<file path="src/rtl/v_store_stream_ctrl.sv">
// ---------------------------------------------------------------------------
// v_store_stream_ctrl
//
// Write-side feeder for the vector core's AXI master controller. Takes one
// store command (base address + word count), buffers the matching store
// data words in a first-word-fall-through FIFO, issues a one-cycle transfer
// request to the controller, streams the words out on wr_tvalid/wr_tready
// and, once the controller reports ctrl_wdone, pulses st_done back to the
// vector core.
//
// Ports
//   clk, rstn                 clock (rising edge), asynchronous active-low reset
//   cmd_valid/cmd_ready       store command handshake
//   cmd_addr, cmd_len         byte base address (word aligned), word count
//   st_valid/st_ready/st_data store data stream from the vector core
//   ctrl_wstart               one-cycle transfer start pulse
//   ctrl_waddr_offset         transfer base address (held until IDLE)
//   ctrl_wxfer_size           transfer size in bytes (held until IDLE)
//   wr_tvalid/wr_tready/wr_tdata  write data stream to the controller
//   ctrl_wdone                controller write-complete pulse
//   st_done                   one-cycle completion pulse
//   busy                      high whenever a command is in progress
// ---------------------------------------------------------------------------
module v_store_stream_ctrl #(
    parameter int C_M_AXI_ADDR_WIDTH = 32,
    parameter int C_M_AXI_DATA_WIDTH = 32,
    parameter int C_XFER_SIZE_WIDTH  = 32,
    parameter int LEN_WIDTH          = 16,
    parameter int FIFO_DEPTH         = 16
) (
    input  logic                          clk,
    input  logic                          rstn,
    input  logic                          cmd_valid,
    output logic                          cmd_ready,
    input  logic [C_M_AXI_ADDR_WIDTH-1:0] cmd_addr,
    input  logic [LEN_WIDTH-1:0]          cmd_len,
    input  logic                          st_valid,
    output logic                          st_ready,
    input  logic [C_M_AXI_DATA_WIDTH-1:0] st_data,
    output logic                          ctrl_wstart,
    output logic [C_M_AXI_ADDR_WIDTH-1:0] ctrl_waddr_offset,
    output logic [C_XFER_SIZE_WIDTH-1:0]  ctrl_wxfer_size,
    output logic                          wr_tvalid,
    input  logic                          wr_tready,
    output logic [C_M_AXI_DATA_WIDTH-1:0] wr_tdata,
    input  logic                          ctrl_wdone,
    output logic                          st_done,
    output logic                          busy
);

    localparam int BYTES_PER_WORD = C_M_AXI_DATA_WIDTH / 8;
    localparam int PTR_W          = $clog2(FIFO_DEPTH);

    localparam logic [LEN_WIDTH:0] CNT_ONE       = (LEN_WIDTH+1)'(1);
    localparam logic [PTR_W-1:0]   PTR_ONE       = PTR_W'(1);
    localparam logic [PTR_W:0]     FIFO_CNT_ONE  = (PTR_W+1)'(1);
    localparam logic [PTR_W:0]     FIFO_CNT_FULL = (PTR_W+1)'(FIFO_DEPTH);

    typedef enum logic [1:0] {
        IDLE,
        START,
        STREAM,
        WAIT_DONE
    } state_t;

    state_t                        state_reg;
    logic [C_M_AXI_ADDR_WIDTH-1:0] addr_q;
    logic [LEN_WIDTH-1:0]          len_q;
    logic [C_XFER_SIZE_WIDTH-1:0]  xfer_size_reg;
    logic [LEN_WIDTH:0]            in_cnt_reg;
    logic [LEN_WIDTH:0]            out_cnt_reg;
    logic                          done_seen_reg;
    logic                          wstart_reg;
    logic                          st_done_reg;

    logic [C_M_AXI_DATA_WIDTH-1:0] fifo_mem [FIFO_DEPTH];
    logic [PTR_W-1:0]              wr_ptr_reg;
    logic [PTR_W-1:0]              rd_ptr_reg;
    logic [PTR_W:0]                fifo_cnt_reg;

    logic fifo_full;
    logic fifo_empty;
    logic cmd_fire;
    logic st_accept;
    logic wr_beat;
    logic last_beat;
    logic in_data_phase;

    assign fifo_full     = (fifo_cnt_reg == FIFO_CNT_FULL);
    assign fifo_empty    = (fifo_cnt_reg == '0);
    assign in_data_phase = (state_reg == START) || (state_reg == STREAM);

    // A command is refused during the st_done cycle so the next one lands
    // strictly after completion has been reported.
    assign cmd_ready = (state_reg == IDLE) && !st_done_reg;
    assign st_ready  = in_data_phase && !fifo_full && (in_cnt_reg < {1'b0, len_q});
    assign wr_tvalid = (state_reg == STREAM) && !fifo_empty;
    assign wr_tdata  = fifo_mem[rd_ptr_reg];

    assign cmd_fire  = cmd_valid && cmd_ready;
    assign st_accept = st_valid && st_ready;
    assign wr_beat   = wr_tvalid && wr_tready;
    assign last_beat = wr_beat && ((out_cnt_reg + CNT_ONE) == {1'b0, len_q});

    assign ctrl_wstart       = wstart_reg;
    assign ctrl_waddr_offset = addr_q;
    assign ctrl_wxfer_size   = xfer_size_reg;
    assign st_done           = st_done_reg;
    assign busy              = (state_reg != IDLE);

    // FIFO storage: no reset so it maps onto distributed RAM. The head is
    // read combinationally, giving first-word-fall-through behaviour.
    always_ff @(posedge clk) begin
        if (st_accept) begin
            fifo_mem[wr_ptr_reg] <= st_data;
        end
    end

    // FIFO pointers and occupancy. A write cannot happen when full
    // (st_ready) and a read cannot happen when empty (wr_tvalid), so a
    // simultaneous write and read simply leaves the count unchanged.
    always_ff @(posedge clk or negedge rstn) begin
        if (!rstn) begin
            wr_ptr_reg   <= '0;
            rd_ptr_reg   <= '0;
            fifo_cnt_reg <= '0;
        end else begin
            if (st_accept) begin
                wr_ptr_reg <= wr_ptr_reg + PTR_ONE;
            end
            if (wr_beat) begin
                rd_ptr_reg <= rd_ptr_reg + PTR_ONE;
            end
            case ({st_accept, wr_beat})
                2'b10:   fifo_cnt_reg <= fifo_cnt_reg + FIFO_CNT_ONE;
                2'b01:   fifo_cnt_reg <= fifo_cnt_reg - FIFO_CNT_ONE;
                default: fifo_cnt_reg <= fifo_cnt_reg;
            endcase
        end
    end

    // Control FSM with registered pulse outputs.
    always_ff @(posedge clk or negedge rstn) begin
        if (!rstn) begin
            state_reg     <= IDLE;
            addr_q        <= '0;
            len_q         <= '0;
            xfer_size_reg <= '0;
            in_cnt_reg    <= '0;
            out_cnt_reg   <= '0;
            done_seen_reg <= 1'b0;
            wstart_reg    <= 1'b0;
            st_done_reg   <= 1'b0;
        end else begin
            wstart_reg  <= 1'b0;
            st_done_reg <= 1'b0;

            if (st_accept) begin
                in_cnt_reg <= in_cnt_reg + CNT_ONE;
            end
            if (wr_beat) begin
                out_cnt_reg <= out_cnt_reg + CNT_ONE;
            end

            case (state_reg)
                IDLE: begin
                    if (cmd_fire) begin
                        addr_q        <= cmd_addr;
                        len_q         <= cmd_len;
                        // Truncating the operands to the result width gives
                        // the product modulo 2^C_XFER_SIZE_WIDTH.
                        xfer_size_reg <= C_XFER_SIZE_WIDTH'(cmd_len) *
                                         C_XFER_SIZE_WIDTH'(BYTES_PER_WORD);
                        in_cnt_reg    <= '0;
                        out_cnt_reg   <= '0;
                        done_seen_reg <= 1'b0;
                        if (cmd_len == '0) begin
                            // Nothing to move: report completion directly.
                            st_done_reg <= 1'b1;
                        end else begin
                            state_reg  <= START;
                            wstart_reg <= 1'b1;
                        end
                    end
                end

                START: begin
                    state_reg <= STREAM;
                end

                STREAM: begin
                    if (last_beat) begin
                        // The controller may already have reported done
                        // (now or earlier); finish without visiting WAIT_DONE.
                        if (ctrl_wdone || done_seen_reg) begin
                            state_reg     <= IDLE;
                            st_done_reg   <= 1'b1;
                            done_seen_reg <= 1'b0;
                        end else begin
                            state_reg <= WAIT_DONE;
                        end
                    end else if (ctrl_wdone) begin
                        done_seen_reg <= 1'b1;
                    end
                end

                WAIT_DONE: begin
                    if (done_seen_reg || ctrl_wdone) begin
                        state_reg     <= IDLE;
                        st_done_reg   <= 1'b1;
                        done_seen_reg <= 1'b0;
                    end
                end

                default: begin
                    state_reg <= IDLE;
                end
            endcase
        end
    end

endmodule

</file>
<file path="config.mk">
export PLATFORM = sky130hd
export DESIGN_NAME = v_store_stream_ctrl
export DESIGN_NICKNAME = d
export VERILOG_FILES = /design/src/rtl/v_store_stream_ctrl.sv
export SDC_FILE = /design/constraint.sdc
export NUM_CORES = 1
export LEC_CHECK = 0
export ABC_AREA = 0
export BUFFER_PORTS_ARGS = -buffer_cell sky130_fd_sc_hd__buf_2
export CAP_MARGIN = 10
export CORE_AREA = 3 3 223 225
export CTS_CLUSTER_DIAMETER = 150
export CTS_CLUSTER_SIZE = 8
export DETAILED_ROUTE_END_ITERATION = 7
export DIE_AREA = 0 0 226 228
export HOLD_SLACK_MARGIN = 0.03
export PLACE_DENSITY = 0.67
export SLEW_MARGIN = 40
export SYNTH_ARGS = -nofsm -noshare
export SYNTH_HDL_FRONTEND = slang
export SYNTH_SLANG_ARGS = --single-unit
</file>
<file path="constraint.sdc">
create_clock -name clk -period 5.7 [get_ports clk]
set_input_delay 1.14 -clock clk [delete_from_list [all_inputs] [get_ports clk]]
set_output_delay 1.14 -clock clk [all_outputs]
set_load 0.005 [all_outputs]
</file>
# After elaboration in Yosys (flattened, before gate mapping)

Memory sizes are Yosys's and may differ from the RTL's.
Cells that the tools add are included.

Memories: 1
Register bits: 100
Memory bits (writable): 512
Word-level logic and storage cells: 81

Memory list:

| memory   | depth | bits a word | read ports | clocked after memory_dff | wr ports | line | RTL |
|---|---|---|---|---|---|---|---|
| fifo_mem | 16    | 32          | 1          | 0                        | 1        | 76   | `logic [C_M_AXI_DATA_WIDTH-1:0] fifo_mem [FIFO_DEPTH];` |

Add/sub/neg operators: 6
Multiplexer cells: 28
Order comparisons: 1
Reductions and logical operators: 22
Equality and inequality tests: 12

Operator list:

| operator                | count |
|---|---|
| $mux W17                | 6 |
| $add A17 B1 Y17 const B | 2 |
| $eq A17 B16 Y1          | 1 |
| $lt A17 B16 Y1          | 1 |
| $logic_not A16 Y1       | 1 |
| $mux W1                 | 13 |
| $mux W2                 | 5 |
| $pmux W5 S2             | 1 |
| $add A4 B1 Y4 const B   | 2 |
| $logic_and A1 B1 Y1     | 8 |
| $ne A2 B2 Y1 const B    | 4 |
| $pmux W2 S4             | 1 |
| $eq A2 B2 Y1 const B    | 3 |
| $pmux W1 S3             | 2 |
| $add A5 B1 Y5 const B   | 1 |
| $eq A5 B5 Y1 const B    | 1 |
| $logic_not A5 Y1        | 1 |
| $sub A5 B1 Y5 const B   | 1 |
| $eq A2 B1 Y1 const B    | 2 |
| $reduce_and A4 Y1       | 1 |
| $reduce_bool A2 Y1      | 2 |
| $logic_not A1 Y1        | 3 |
| $ne A3 B3 Y1 const B    | 1 |
| $reduce_and A3 Y1       | 1 |
| 4 further kinds         | 5 |

# Logic depth before layout (Yosys ltp)

Gate-level depths: netlist (run 1).

Depth after elaboration: 8
Gate-level depth with buffers: 19
Gate-level depth less buffers: 18

# Worst setup path before layout (run 1)

No wires, ideal clock.

Kind: register to register
Start point: register len_q[10]
End point: memory fifo_mem[3][0], enable pin
Slack: 1.200 ns
Data required time: 5.239 ns
Cell stages (with the launch flop): 11
Period minus slack after synthesis: 4.500 ns
Data arrival time: 4.038 ns
Cells stage by stage: dfrtp_1 inv_1 ha_1 a21o_1 a21o_1 a21oi_1 nand2_1 a21oi_2 o211a_4 nand2_1 nor3_1

Cells in the longest elaborated chain, start to end: 5

Ends and longest elaborated chain:

| element                       | line | RTL |
|---|---|---|
| start: declaration            | 68   | `logic [LEN_WIDTH-1:0] len_q;` |
| start signal: assignment      | 169  | `len_q <= cmd_len;` |
| $lt A17 B16 Y1                | 96   | `assign st_ready = in_data_phase && !fifo_full && (in_cnt_reg < {1'b0, len_q});` |
| $logic_and A1 B1 Y1           | 96   |  |
| $logic_and A1 B1 Y1           | 101  | `assign st_accept = st_valid && st_ready;` |
| $mux W1                       | 114  | `if (st_accept) begin` |
| $mux W1 (not written as such) | 115  | `fifo_mem[wr_ptr_reg] <= st_data;` |
| end: declaration              | 76   |  |

Every way passes these cells.

# Worst setup path after layout (run 1)

Start point: register rd_ptr_reg[0]
End point: output wr_tdata[16]

Cells in the longest elaborated chain, start to end: 1

Ends and longest elaborated chain:

| element                  | line | RTL |
|---|---|---|
| start: declaration       | 78   | `logic [PTR_W-1:0] rd_ptr_reg;` |
| start signal: assignment | 132  | `rd_ptr_reg <= rd_ptr_reg + PTR_ONE;` |
| $mem_v2 Z16 W32          | --   |  |
| end: declaration         | 45   | `output logic [C_M_AXI_DATA_WIDTH-1:0] wr_tdata,` |

Every way passes these cells.

==> results of run 1 <==
## kinds of logic (layout without fill, tap and decap cells)
family	count (synthesis)	in the layout
DFF	612	612
and+or+nand+nor	284	284
adders and majority gates	32	32
other	1	17
muxes	163	163
xor gates and xnor gates	50	50
AOI/OAI and AO/OA	95	95
buffers and inverters	110	352
## layout make-up
type	instances	area, sq um	share of cell area
tap	615	769	0.0267
multi-input combinational	640	6500	0.226
inverter	32	123	0.00425
timing repair buffer	199	1130	0.0394
clock buffer	117	2330	0.0809
antenna	1	2.50	0.0000868
clock inverter	4	71.3	0.00247
sequential	612	17900	0.621
## worst max-delay path by stage
stage                        startpoint        endpoint  slack (ns)  cells after the start
after floorplan               len_q[10]  fifo_mem[3][0]        1.20                     10
after global placement    rd_ptr_reg[0]    wr_tdata[27]        1.88                      4
after detailed placement  rd_ptr_reg[0]    wr_tdata[27]        1.85                      4
after CTS                 rd_ptr_reg[0]    wr_tdata[27]        1.19                      4
after global routing      rd_ptr_reg[0]    wr_tdata[16]        1.25                      5
final                     rd_ptr_reg[0]    wr_tdata[16]        1.42                      5
## through the flow
| step | instances | power [mW] |
|---|---|---|
| 2_1_floorplan | 1362 | 8.28 |
| 3_3_place_gp | 2096 | 9.57 |
| 3_5_place_dp | 2096 | 9.64 |
| 4_1_cts | 2217 | 14.3 |
| 5_1_grt | 2219 | 14.8 |
| 6_report | 2220 | 14.1 |
## synth_stat cells (21+ instances only)
library cell,n
o21ai_0,30
clkbuf_1,43
mux4_2,160
nand2_1,163
xnor2_1,33
inv_1,31
a21oi_1,26
dfrtp_1,100
edfxtp_1,512
ha_1,31
and3_1,21
nor2_1,30
## worst max-delay path: stages (launching register included)
cell	delay, ns
dfrtp_4	0.62
buf_12	0.28
buf_12	0.35
mux4_2	0.58
mux4_2	0.49
buf_2	0.15
## power by group
| part | leakage [nW] | total (mW) | internal (mW) | switching, mW |
|---|---|---|---|---|
| registers | 5.90 | 5.72 | 5.37 | 0.348 |
| logic | 3.26 | 3.80 | 1.88 | 1.92 |
| clock network | 1.16 | 4.58 | 2.84 | 1.74 |
## per-layer routing
layer  vias to the layer above  track usage
met4                         2       0.0681
li1                       5696            -
met1                      6760        0.297
met2                       423        0.354
met3                        89       0.0382
met5                         -            0
==> impl_metrics.csv, run 1 <==
group,metric,value,unit
finish,nNetsFinal,1689,
global_routing,grt_antenna_before_repair,2,
detailed_routing,first_iter_violations,1122,
synthesis,synth_cell_types,57,
critical_path,r2r_start,"len_q[9]",
synthesis,yosysSeqAreaShare,0.722,
synthesis,ys_top_cells_by_area,"edfxtp_1 62%, mux4_2 15%, dfrtp_1 10%, nand2_1 2.5%, ha_1 1.6%",
critical_path,required,4.56,ns
placement,io_buffer_count,171,
global_routing,grt_pass1_vias,13500,
detailed_routing,route.met2.wl,27100,um
detailed_routing,detailroute.wirelength.met3,2980,um
detailed_routing,via_count,13000,
synthesis,synth_xor_area_frac,0.0177,
detailed_routing,antenna_left,0,
clock_tree,clk_pin_slew_worst_paths,0.05,ns
clock_tree,clkLatencyLatePin,0.61,ns
critical_path,r2r-end,"fifo_cnt_reg[4]",
sta,drv_slew,0,
critical_path,critical_path.endpoint_type,"primary output",
detailed_routing,drtPass1Iterations,5,
detailed_routing,routed.top_layer,"met5",
clock_tree,post_cts_resized,0,
synthesis,synth_flop_cell,"edfxtp_1",
critical_path,r2r_slack,2.02,ns
floorplan,die_y,228,um
placement,dpl-instance-area,0.0264,sq mm
sta,rsz0062_at_grt,"false",
placement,dp_hpwl,30400,um
critical_path,worstPathMaxFanout,44,
pwr,power_density,489,mW/mm^2
finish,drive_gt1_frac,0.303,
sta,fmax,0.234,GHz
finish,fin_util,0.604,
floorplan,floorplan.initialDensity,0.519,
synthesis,synth_top_family_by_area,"multiplexers",
sta,finalCritPeriodShare,0.751,
synthesis,ys_ff_latch,612,
detailed_routing,wl_met1,22700,um
placement,finalWeightedCongestion,0.812,
sta,finalCriticalPeriod,4.28,ns
synthesis,synth-edff-count,512,
floorplan,fp-row-count,80,
sta,finalSetupViolations,0,
critical_path,startpoint_type,"register",
run_status,outcome,"finished, final reports clean",
clock_tree,cts_tree,"built",
sta,tightest_slew,0.833,ns
critical_path,reg2reg_depth,18,
synthesis,synth_compound_area_frac,0.0242,
detailed_routing,wl_per_cell,24.3,um
hold_path,hp-class,"reg2reg",
finish,design_area,0.0288,sq mm
floorplan,dieArea,0.0515,sq mm
clock_tree,clkSinkCount,612,
synthesis,yosys.area_share.simple,0.0534,
clock_tree,htreeDepth,3,
detailed_routing,via_per_inst,5.84,
global_routing,overflow,0,
sta,fin_skew,0.0237,ns
synthesis,syn_area_per_cell,18.4,sq um
job,cap_violations,0,
synthesis,synth_mux_area_frac,0.147,
detailed_routing,routed_wl,53900,um
global_routing,grt_max_degree,78,
global_routing,grt_pass1_wl,82900,um
floorplan,die_width,226,um
critical_path,critical_path_class,"reg2out",
finish,nFillCells,3420,
hold_path,hold_end,"ctrl_waddr_offset[8]",
sta,slew_headroom,0.445,
floorplan,coreArea,0.0477,sq mm
clock_tree,ctsRootBufferMaster,"clkbuf_16",
pwr,power_leakage,10.3,nW
floorplan,io_pins,188,
synthesis,yosys.area.top_type_share,0.621,
pwr,ir_worst_vdd,0.277,mV
sta,hold_viol_final,0,
hold_path,hp-start,"ctrl_waddr_offset[8]",
clock_tree,cts_made_buffers,86,
hold_path,hold_depth,2,
detailed_routing,drc,0,
finish,final_common_cell,"edfxtp_1",
sta,setup_tns,0,ns
finish,syn_to_final_growth,16.4,%
synthesis,postSynth.asyncResetShare,0.163,
finish,regMostFlops,"fifo_mem",
clock_tree,clockBufferDepth,3,
finish,final_cell_mix,"512 x edfxtp_1, 170 x buf_2, 163 x nand2_1",
placement,place_worst_setup_slack,1.85,ns
clock_tree,post_cts_buffers,0,
critical_path,arrival,3.14,ns
sta,fin_ws,1.42,ns
synthesis,synth_area,0.0248,sq mm
synthesis,netlist_instances,1347,
clock_tree,cts_hold_buffers,0,
finish,largest_reg_flops,512,
sta,holdWs,0.471,ns
synthesis,yosys_warnings,0,
synthesis,synth.largest_area_cell,"edfxtp_1",
global_routing,grt_usage,0.215,
synthesis,synth_adder_area_share,0.0165,
Power figures use the tool's default switching activity.
==> inputs of run 2 (changes only) <==
- clock period: 5.7 -> 4 ns (I/O delays scaled with it)
==> impl_metrics.csv, run 2 (synthesis gave the netlist of run 1 again) <==
group,metric,value,unit
placement,dpl-instance-area,0.0266,sq mm
placement,dp_hpwl,34800,um
clock_tree,clk_pin_slew_worst_paths,0.05,ns
pwr,ir_worst_vdd,0.459,mV
critical_path,cp_top_family,"multiplexers",
placement,finalWeightedCongestion,0.868,
finish,antenna_cells,0,
detailed_routing,drc,0,
global_routing,grt_usage,0.217,
floorplan,io_pins,188,
clock_tree,cts_made_buffers,86,
finish,largest_reg_flops,512,
sta,fmax,0.264,GHz
clock_tree,post_cts_resized,0,
clock_tree,clkLatencyLatePin,0.60,ns
sta,finalSetupViolations,0,
detailed_routing,antenna_left,0,
floorplan,die_y,228,um
detailed_routing,via_count,12900,
critical_path,cp_num_buf_inv,2,
pwr,seq_power_share,0.404,
global_routing,grt_pass1_wl,84100,um
clock_tree,ctsRootBufferMaster,"clkbuf_16",
floorplan,coreArea,0.0477,sq mm
critical_path,required,3.20,ns
critical_path,critical_path.endpoint_type,"primary output",
global_routing,grt_max_degree,63,
sta,tightest_slew,0.625,ns
finish,regMostFlops,"fifo_mem",
floorplan,fp-row-count,80,
clock_tree,cts_hold_buffers,0,
sta,slew_headroom,0.583,
clock_tree,clkSinkCount,612,
finish,fin_util,0.608,
finish,nNetsFinal,1701,
placement,place_worst_setup_slack,0.426,ns
critical_path,startpoint_type,"register",
sta,finalCritPeriodShare,0.945,
floorplan,dieArea,0.0515,sq mm
sta,rsz0062_at_grt,"false",
critical_path,cp_slowest_cell,"dfrtp_4",
pwr,intPower,14.4,mW
sta,setup_tns,0,ns
critical_path,cpMostUsedCell,"mux4_2",
clock_tree,post_cts_buffers,0,
pwr,power_switching,6.00,mW
detailed_routing,via_per_inst,5.81,
pwr,power_leakage,10.4,nW
finish,design_area,0.0290,sq mm
critical_path,cpPeakStageDelay,0.67,ns
finish,final_cell_mix,"512 x edfxtp_1, 170 x buf_2, 163 x nand2_1",
global_routing,grt_antenna_before_repair,2,
sta,drv_slew,0,
sta,fin_skew,0.0187,ns
job,cap_violations,0,
finish,drive_gt1_frac,0.310,
finish,syn_to_final_growth,17.2,%
sta,finalCriticalPeriod,3.78,ns
detailed_routing,drtPass1Iterations,6,
placement,io_buffer_count,171,
detailed_routing,wl_per_cell,24.3,um
hold_path,hp-class,"in2async",
critical_path,worstPathMaxFanout,40,
pwr,power,20.4,mW
pwr,power_density,703,mW/mm^2
critical_path,critical_path_class,"reg2out",
sta,fin_ws,0.218,ns
global_routing,overflow,0,
critical_path,arrival,2.98,ns
pwr,clockPowerShare,0.321,
critical_path,path_cells,"buf_12 > mux4_2 > mux4_2 > buf_2",
detailed_routing,routed_wl,54200,um
floorplan,die_width,226,um
sta,hold_viol_final,0,
clock_tree,cts_tree,"built",
floorplan,floorplan.initialDensity,0.519,
finish,final_common_cell,"edfxtp_1",
pwr,pwr-share-comb,0.276,
global_routing,grt_pass1_vias,13400,
pwr,netSwitchingFraction,0.294,
clock_tree,clockBufferDepth,3,
detailed_routing,first_iter_violations,1109,
run_status,outcome,"finished, final reports clean",
clock_tree,htreeDepth,3,
-- run 2: cell types whose count changed in the layout (fill, tap and decap cells not counted), sizes merged --
cell,delta
buf,+12
bufinv,-1
clkbuf,-5
clkinv,-1
diode,-1
inv,+3
-- run 2: final cells by class --
type / instances / area, sq um
clock buffer: 112 / 2310
multi-input combinational: 640 / 6490
fill: 3439 / 18700
tap: 615 / 769
clock inverter: 5 / 85.1
sequential: 612 / 17900
timing repair buffer: 211 / 1350
inverter: 32 / 123
-- run 2: worst reg2reg max path, delay by kind of cell, from the launching register on --
family	cells	cell delay, ns
AOI/OAI and AO/OA	7	1.50
and+or+nand+nor	2	0.16
buffers and inverters	4	0.39
xor gates and xnor gates	2	0.26
DFF	1	0.38
adders and majority gates	3	0.79
-- run 2: path summary, 6_finish.rpt --
path	start	endpoint	slack, ns	depth (start not counted)
setup / recovery	rd_ptr_reg[0]	wr_tdata[26]	0.22	4
hold / removal	rstn	len_q[13]	0.17	1
setup reg to reg	len_q[10]	fifo_cnt_reg[4]	0.39	18
hold reg to reg	ctrl_waddr_offset[27]	ctrl_waddr_offset[27]	0.47	2
max in group asynchronous	rstn	out_cnt_reg[15]	3.07	2
min in group clk	cmd_addr[21]	ctrl_waddr_offset[21]	0.39	3
-- run 2: metrics by stage --
| stage | std cells | hold slack (ns) |
|---|---|---|
| detailed placement | 2110 | 0.457 |
| global placement | 2110 | 0.456 |
| floorplan | 1362 | 0.464 |
| CTS | 2227 | 0.295 |
| finish | 2227 | 0.166 |
| global route | 2227 | 0.198 |
-- run 2: power groups by stage --
| stage | Combinational [mW] | Clock [mW] | Sequential [mW] |
|---|---|---|---|
| after global placement | 5.63 | 0 | 8.31 |
| final | 5.63 | 6.54 | 8.24 |
| after detailed placement | 5.69 | 0 | 8.35 |
| after CTS | 5.72 | 6.67 | 8.25 |
| after floorplan | 3.74 | 0 | 8.05 |
| after global routing | 6.13 | 6.99 | 8.32 |
-- run 2: routing by layer --
layer  GRT usage  vias to the layer above  routed length, um
li1            -                     5717                  -
met1       0.337                     6683              24500
met5           0                        -                 24
met4      0.0594                        4                974
met2       0.313                      464              24500
met3      0.0531                       74               4240
